File: config.mk
export PLATFORM = sky130hd
export DESIGN_NAME = rec_digit_collector
export DESIGN_NICKNAME = d
export VERILOG_FILES = /design/src/rtl/rec_digit_collector.sv
export SDC_FILE = /design/constraint.sdc
export NUM_CORES = 1
export LEC_CHECK = 0
export ABC_AREA = 1
export BUFFER_PORTS_ARGS = -buffer_cell sky130_fd_sc_hd__buf_4
export CORE_ASPECT_RATIO = 2
export CORE_MARGIN = 1.5
export CORE_UTILIZATION = 40
export DETAILED_ROUTE_END_ITERATION = 6
export HOLD_SLACK_MARGIN = 0.03
export SYNTH_ARGS = -nofsm -noshare
export SYNTH_HDL_FRONTEND = slang
export SYNTH_SLANG_ARGS = --single-unit
File: constraint.sdc
create_clock -name clk -period 8.4 [get_ports clk]
set_clock_uncertainty 0.15 [all_clocks]
set_input_delay 2.52 -clock clk [delete_from_list [all_inputs] [get_ports clk]]
set_output_delay 2.52 -clock clk [all_outputs]
set_load 0.005 [all_outputs]
File: src/rtl/rec_digit_collector.sv
// -----------------------------------------------------------------------------
// rec_digit_collector
//
// Collects redundant digits arriving serially (MSB first, one per handshake)
// and presents a complete parallel digit vector (S1, S0) to the 17-digit
// redundant prefix network. It is double-buffered: the shift register builds
// frame N+1 while the output register holds frame N.
//
// Optional feature macro: REC_CODE_CHECK_EN
//   defined   : code {d1,d0} = 2'b11 is illegal. It is stored as 2'b00 and
//               flags the frame through vec_err.
//   undefined : all codes pass unchanged and vec_err stays 0.
//
// Parameters
//   NDIG : digits per full frame (the width of S1/S0)
//   LW   : width of vec_len and of the digit counter (2**LW > NDIG)
//
// Ports
//   clk        : single clock, rising edge
//   rst        : asynchronous active-high reset
//   d_valid    : input digit valid
//   d_ready    : collector accepts a digit this cycle
//   d1, d0     : digit code bits (d1 -> S1 plane, d0 -> S0 plane)
//   d_last     : final digit of a (possibly short) frame
//   vec_valid  : output vector valid
//   vec_ready  : downstream consumes the vector
//   S1, S0     : digit planes; index 0 = last digit received
//   vec_len    : number of digits in the presented frame (1..NDIG)
//   vec_err    : presented frame contained an illegal code
// -----------------------------------------------------------------------------
module rec_digit_collector #(
    parameter int NDIG = 17,
    parameter int LW   = 5
) (
    input  logic            clk,
    input  logic            rst,
    input  logic            d_valid,
    output logic            d_ready,
    input  logic            d1,
    input  logic            d0,
    input  logic            d_last,
    output logic            vec_valid,
    input  logic            vec_ready,
    output logic [NDIG-1:0] S1,
    output logic [NDIG-1:0] S0,
    output logic [LW-1:0]   vec_len,
    output logic            vec_err
);

    typedef enum logic {COLLECT, HOLD} state_t;

    state_t          state;
    logic [NDIG-1:0] sh1;
    logic [NDIG-1:0] sh0;
    logic [LW-1:0]   cnt;
    logic [LW-1:0]   hold_len;
    logic            frame_err;

    logic            illegal;
    logic [1:0]      code;
    logic            accept;
    logic            complete;
    logic            out_free;
    logic [NDIG-1:0] nxt1;
    logic [NDIG-1:0] nxt0;
    logic [LW-1:0]   nxt_len;
    logic            nxt_err;

    // An illegal code enters the shift register as a zero digit.
    function automatic logic [1:0] sanitize_code(input logic c1, input logic c0,
                                                 input logic bad);
        return bad ? 2'b00 : {c1, c0};
    endfunction

`ifdef REC_CODE_CHECK_EN
    assign illegal = d1 & d0;
`else
    assign illegal = 1'b0;
`endif

    assign code     = sanitize_code(d1, d0, illegal);

    // Held low during reset so nothing is accepted while state is forced.
    assign d_ready  = (state == COLLECT) && !rst;
    assign accept   = d_valid && d_ready;
    assign complete = accept && (d_last || (cnt == LW'(NDIG - 1)));

    // The output register can take a new frame if it is empty or is being
    // drained on this same edge (no bubble between frames).
    assign out_free = !vec_valid || vec_ready;

    // Shifting left from a zeroed register right-aligns short frames.
    assign nxt1     = {sh1[NDIG-2:0], code[1]};
    assign nxt0     = {sh0[NDIG-2:0], code[0]};
    assign nxt_len  = cnt + LW'(1);
    assign nxt_err  = frame_err | illegal;

    always_ff @(posedge clk or posedge rst) begin
        if (rst) begin
            state     <= COLLECT;
            sh1       <= '0;
            sh0       <= '0;
            cnt       <= '0;
            hold_len  <= '0;
            frame_err <= 1'b0;
            S1        <= '0;
            S0        <= '0;
            vec_len   <= '0;
            vec_err   <= 1'b0;
            vec_valid <= 1'b0;
        end else begin
            case (state)
                COLLECT: begin
                    // Drain; overridden below when a frame lands on this edge.
                    if (vec_valid && vec_ready) begin
                        vec_valid <= 1'b0;
                    end
                    if (accept) begin
                        if (complete) begin
                            cnt <= '0;
                            if (out_free) begin
                                S1        <= nxt1;
                                S0        <= nxt0;
                                vec_len   <= nxt_len;
                                vec_err   <= nxt_err;
                                vec_valid <= 1'b1;
                                sh1       <= '0;
                                sh0       <= '0;
                                frame_err <= 1'b0;
                            end else begin
                                // Park the finished frame in the shift register.
                                sh1       <= nxt1;
                                sh0       <= nxt0;
                                hold_len  <= nxt_len;
                                frame_err <= nxt_err;
                                state     <= HOLD;
                            end
                        end else begin
                            sh1       <= nxt1;
                            sh0       <= nxt0;
                            cnt       <= nxt_len;
                            frame_err <= nxt_err;
                        end
                    end
                end

                HOLD: begin
                    // vec_valid is necessarily 1 here and stays 1.
                    if (vec_ready) begin
                        S1        <= sh1;
                        S0        <= sh0;
                        vec_len   <= hold_len;
                        vec_err   <= frame_err;
                        sh1       <= '0;
                        sh0       <= '0;
                        frame_err <= 1'b0;
                        state     <= COLLECT;
                    end
                end

                default: begin
                    state <= COLLECT;
                end
            endcase
        end
    end

endmodule

==> Word-level counts from Yosys, hierarchy flattened <==
Index checks and enable logic that the tools add are counted.
{ "totals": {"regBits": 87, "input_bits": 7, "out_inout_bits": 42, "wordCells": 75} }
{ "op_classes": {"addsub": 1, "eq_ne": 5, "n_mux": 44, "bitwise_logic": 2, "n_reduce_logical": 12} }
{ "op_table": {"columns": ["op", "count"], "rows": [
  ["2-to-1 mux 17 bit", 15],
  ["one-hot mux 17 bit (2 select lines)", 4],
  ["2-to-1 mux 5 bit", 5],
  ["2-to-1 mux 1 bit", 16],
  ["one-hot mux 5 bit (2 select lines)", 1],
  ["!= test 2 bit (second input constant)", 4],
  ["AND reduction 4 bit", 2],
  ["one-hot mux 1 bit (2 select lines)", 3],
  ["adder 5 x 1 -> 5 bit (second input constant)", 1],
  ["== test 5 bit (second input constant)", 1],
  ["logical AND 1 bit", 4],
  ["AND reduction 2 bit", 2],
  ["zero test 1 bit", 2],
  ["logical OR 1 bit", 2],
  ["inverter 1 bit", 2]
]} }

==> Longest topological paths before layout <==
{ "depth": {"ltp_word": 7, "ltp_mapped": 13, "ltp_nobuf": 11} }

==> Worst setup path after synthesis <==
Ideal clock, no wire load.
{ "synth_timing": {"path_kind": "in2out", "from": "in rst", "to": "out d_ready", "arrival_time_ns": 2.619, "required_ns": 5.730, "setup_slack_ns": 3.111, "stages": 1, "n_path_buf": 0, "path_cell_list": "nor2_4"} }
{ "synth_via": {"elab_chain_cells": 2} }
{ "synth_lines": {"columns": ["item", "line", "text"], "rows": [
  ["start, declared", "36", "input logic rst,"],
  ["zero test 1 bit (no line)", null, null],
  ["logical AND 1 bit", "84", "assign d_ready = (state == COLLECT) && !rst;"],
  ["end, declared", "38", "output logic d_ready,"]
]} }
No other way between the ends.

==> Final worst setup path <==
Ends and elaborated chain as after synthesis.

==> reports/qor.yml <==
outcome: "finished, final reports clean"
max_slew.worst_pin.slew_ps: 1100
port_buffers: 47
r2r_cells: 9
synth_area_leaders: "dfrtp_1, nand2_1, o21ai_0"
grt_max_degree: 86
final_cell_mix: "nand2_1, dfrtp_1, o21ai_0"
drive_above_1_share_pct: 14.1
clk_path_buf_depth: 2
cts_buffers: 9
start_util_pct: 41.4
power.total_mw: 1.25
synthDistinctLibCells: 21
wire_per_inst_um: 12.8
dp_hpwl_um: 5250
num_rows: 50
setup_viol: 0
p_per_area_nw_per_um2: 272
place_congestion: 0.794
worstSetupStartpoint: "rst"
cp_slowest_cell: "buf_4"
synth_nets: 488
clock.fmax_mhz: 180
p_leak_nw: 2.25
viasPerCell: 4.95
synth.avg_cell_area_sq_um: 8.17
ys_seq_area_share_pct: 54.3
tns_ps: 0
r2r-start: "state"
post-route-min-period_ps: 5560
clock-sinks: 85
max_stage_delay_ps: 130
worstPathRequired_ps: 5730
setup.worst_path.end: "d_ready"
root_buffer: "clkbuf_16"
via_count: 3166
setup.worst_path.start_class: "input port"
grt_pass1_vias: 3021
maxCapViolCount: 0
arrival_ps: 2890
dr.pass1.iters: 4
die_h_um: 143
diodes: 0
synth_top_area_share_pct: 54.3
synthToLayoutAreaGrowth_pct: 17.5
multi_input_area_sq_um: 1440
drc: 0
final_common_cell: "nand2_1"
hold_ws_ps: 319
grt_first_pass_wirelength_um: 14100
grt_antenna_before_repair: 0
hold_class: "reg -> reg"
cp_max_fo: 2
pre_cts_ws_ps: 2670
register_area_sq_um: 2130
fin_nets: 515
r2r_end: "S1[10]"
maxSlewHeadroom_pct: 26.9
post-cts-setup-buffers: 0
syn_area_sq_um: 3920
synth_warnings: 0
holdBufCountCts: 0
crit_path_cell_trace: "buf_4 -> nor2_4 -> buf_4"
fillerInstances: 938
coreArea_sq_um: 9450
yosysTopAreaCell: "dfrtp_1"
drv_slew: 0
ios: 49
timing.final.ws_setup_ps: 2840
dieWidth_um: 73.0
netlist_instances: 479
insertion_delay_ps: 340
grt_usage_pct: 17.2
hold_violations: 0
cts_resized: 0
crit_top_cell: "buf_4"
grt-ovfl-total: 0
ys_seq_elements: 85
htree_levels: 3
totalWireLength_um: 8220
vdd_ir_drop_max_mv: 0.159
critPathKind: "in -> out"
cp-end-kind: "primary output"
ff2ff_setup_slack_ps: 4450
ant_nets: 0
drtIter0Drc: 253
fin_crit_sh_pct: 66.2
rsz0062_at_grt: "false"
die_area_sq_um: 10400
cts_tree: "built"
path_clk_slew_ps: 60
cell usage after synthesis:
cell and count:
nand2_1 136, dfrtp_1 85, o21ai_0 79, nand3_1 77, inv_1 48, clkbuf_1 15, buf_2 13, buf_4 4
nand2_2 3, nor2_1 3, o22ai_1 3, buf_6 2, ha_1 2, nand4_1 2, a31oi_1 1, conb_1 1
inv_2 1, nand3_4 1, nor2_4 1, o21ai_1 1, xor2_1 1
power by group:
| group | total (mW) | internal, mW | switching (mW) |
|---|---|---|---|
| Clock | 0.414 | 0.259 | 0.155 |
| Combinational | 0.255 | 0.125 | 0.129 |
| Sequential | 0.581 | 0.511 | 0.0701 |
| Total | 1.25 | 0.895 | 0.355 |
state kept, by name, summed over array words and instances, names as in the netlist:
name / count
sh1: 17
S0: 17
state: 1
vec_valid: 1
hold_len: 5
sh0: 17
S1: 17
vec_len: 5
cnt: 5
cells by family (layout without fill, tap and decap cells):
| group | after synthesis | in the layout | synth area share (%) |
|---|---|---|---|
| AND/OR/NAND/NOR | 223 | 223 | 24.7 |
| flip-flops | 85 | 85 | 54.3 |
| AO/OA/AOI/OAI | 84 | 84 | 10.9 |
| buffers and inverters | 83 | 114 | 9.14 |
| adder cells (fa/ha/maj) | 2 | 2 | 0.639 |
| other | 1 | 1 | 0.0958 |
| XOR/XNOR | 1 | 1 | 0.224 |
worst max-delay path, delay by kind of cell:
| family | cells | cell delay (ps) |
|---|---|---|
| buffers and inverters | 2 | 260 |
| and+or+nand+nor | 1 | 110 |
stage by stage:
step,util (%),cells,area (sq um)
after global routing,48.7,640,4600
after CTS,48.7,640,4600
after detailed placement,45.4,625,4290
final,48.7,640,4600
after floorplan,-,479,3920
after global placement,45.4,625,4290
layer usage:
metal,vias up,routed length [um],global-route usage [%]
met4,0,175,8.44
met2,51,4340,29.1
met1,1511,3450,20.6
met3,12,257,3.03
li1,1592,-,-
met5,-,0,0
how the worst min path moves through the flow:
stage,slack [ps],cells after the start,endpoint,start
after global routing,340,2,S1[8],S1[8]
final,320,2,S0[15],S0[15]
after detailed placement,310,2,S0[9],S0[9]
after CTS,330,2,S0[9],S0[9]
after floorplan,300,2,hold_len[0],hold_len[0]
after global placement,310,2,S1[5],S1[5]
area by class of cell:
cell class | instances | area share [%]
sequential | 85 | 46.3
inverter | 49 | 4.03
timing repair buffer | 50 | 8.16
multi-input combinational | 311 | 31.3
clock buffer | 11 | 5.06
clock inverter | 4 | 1.61
tap | 130 | 3.54
Note: power is estimated with default switching activity, not from simulation.
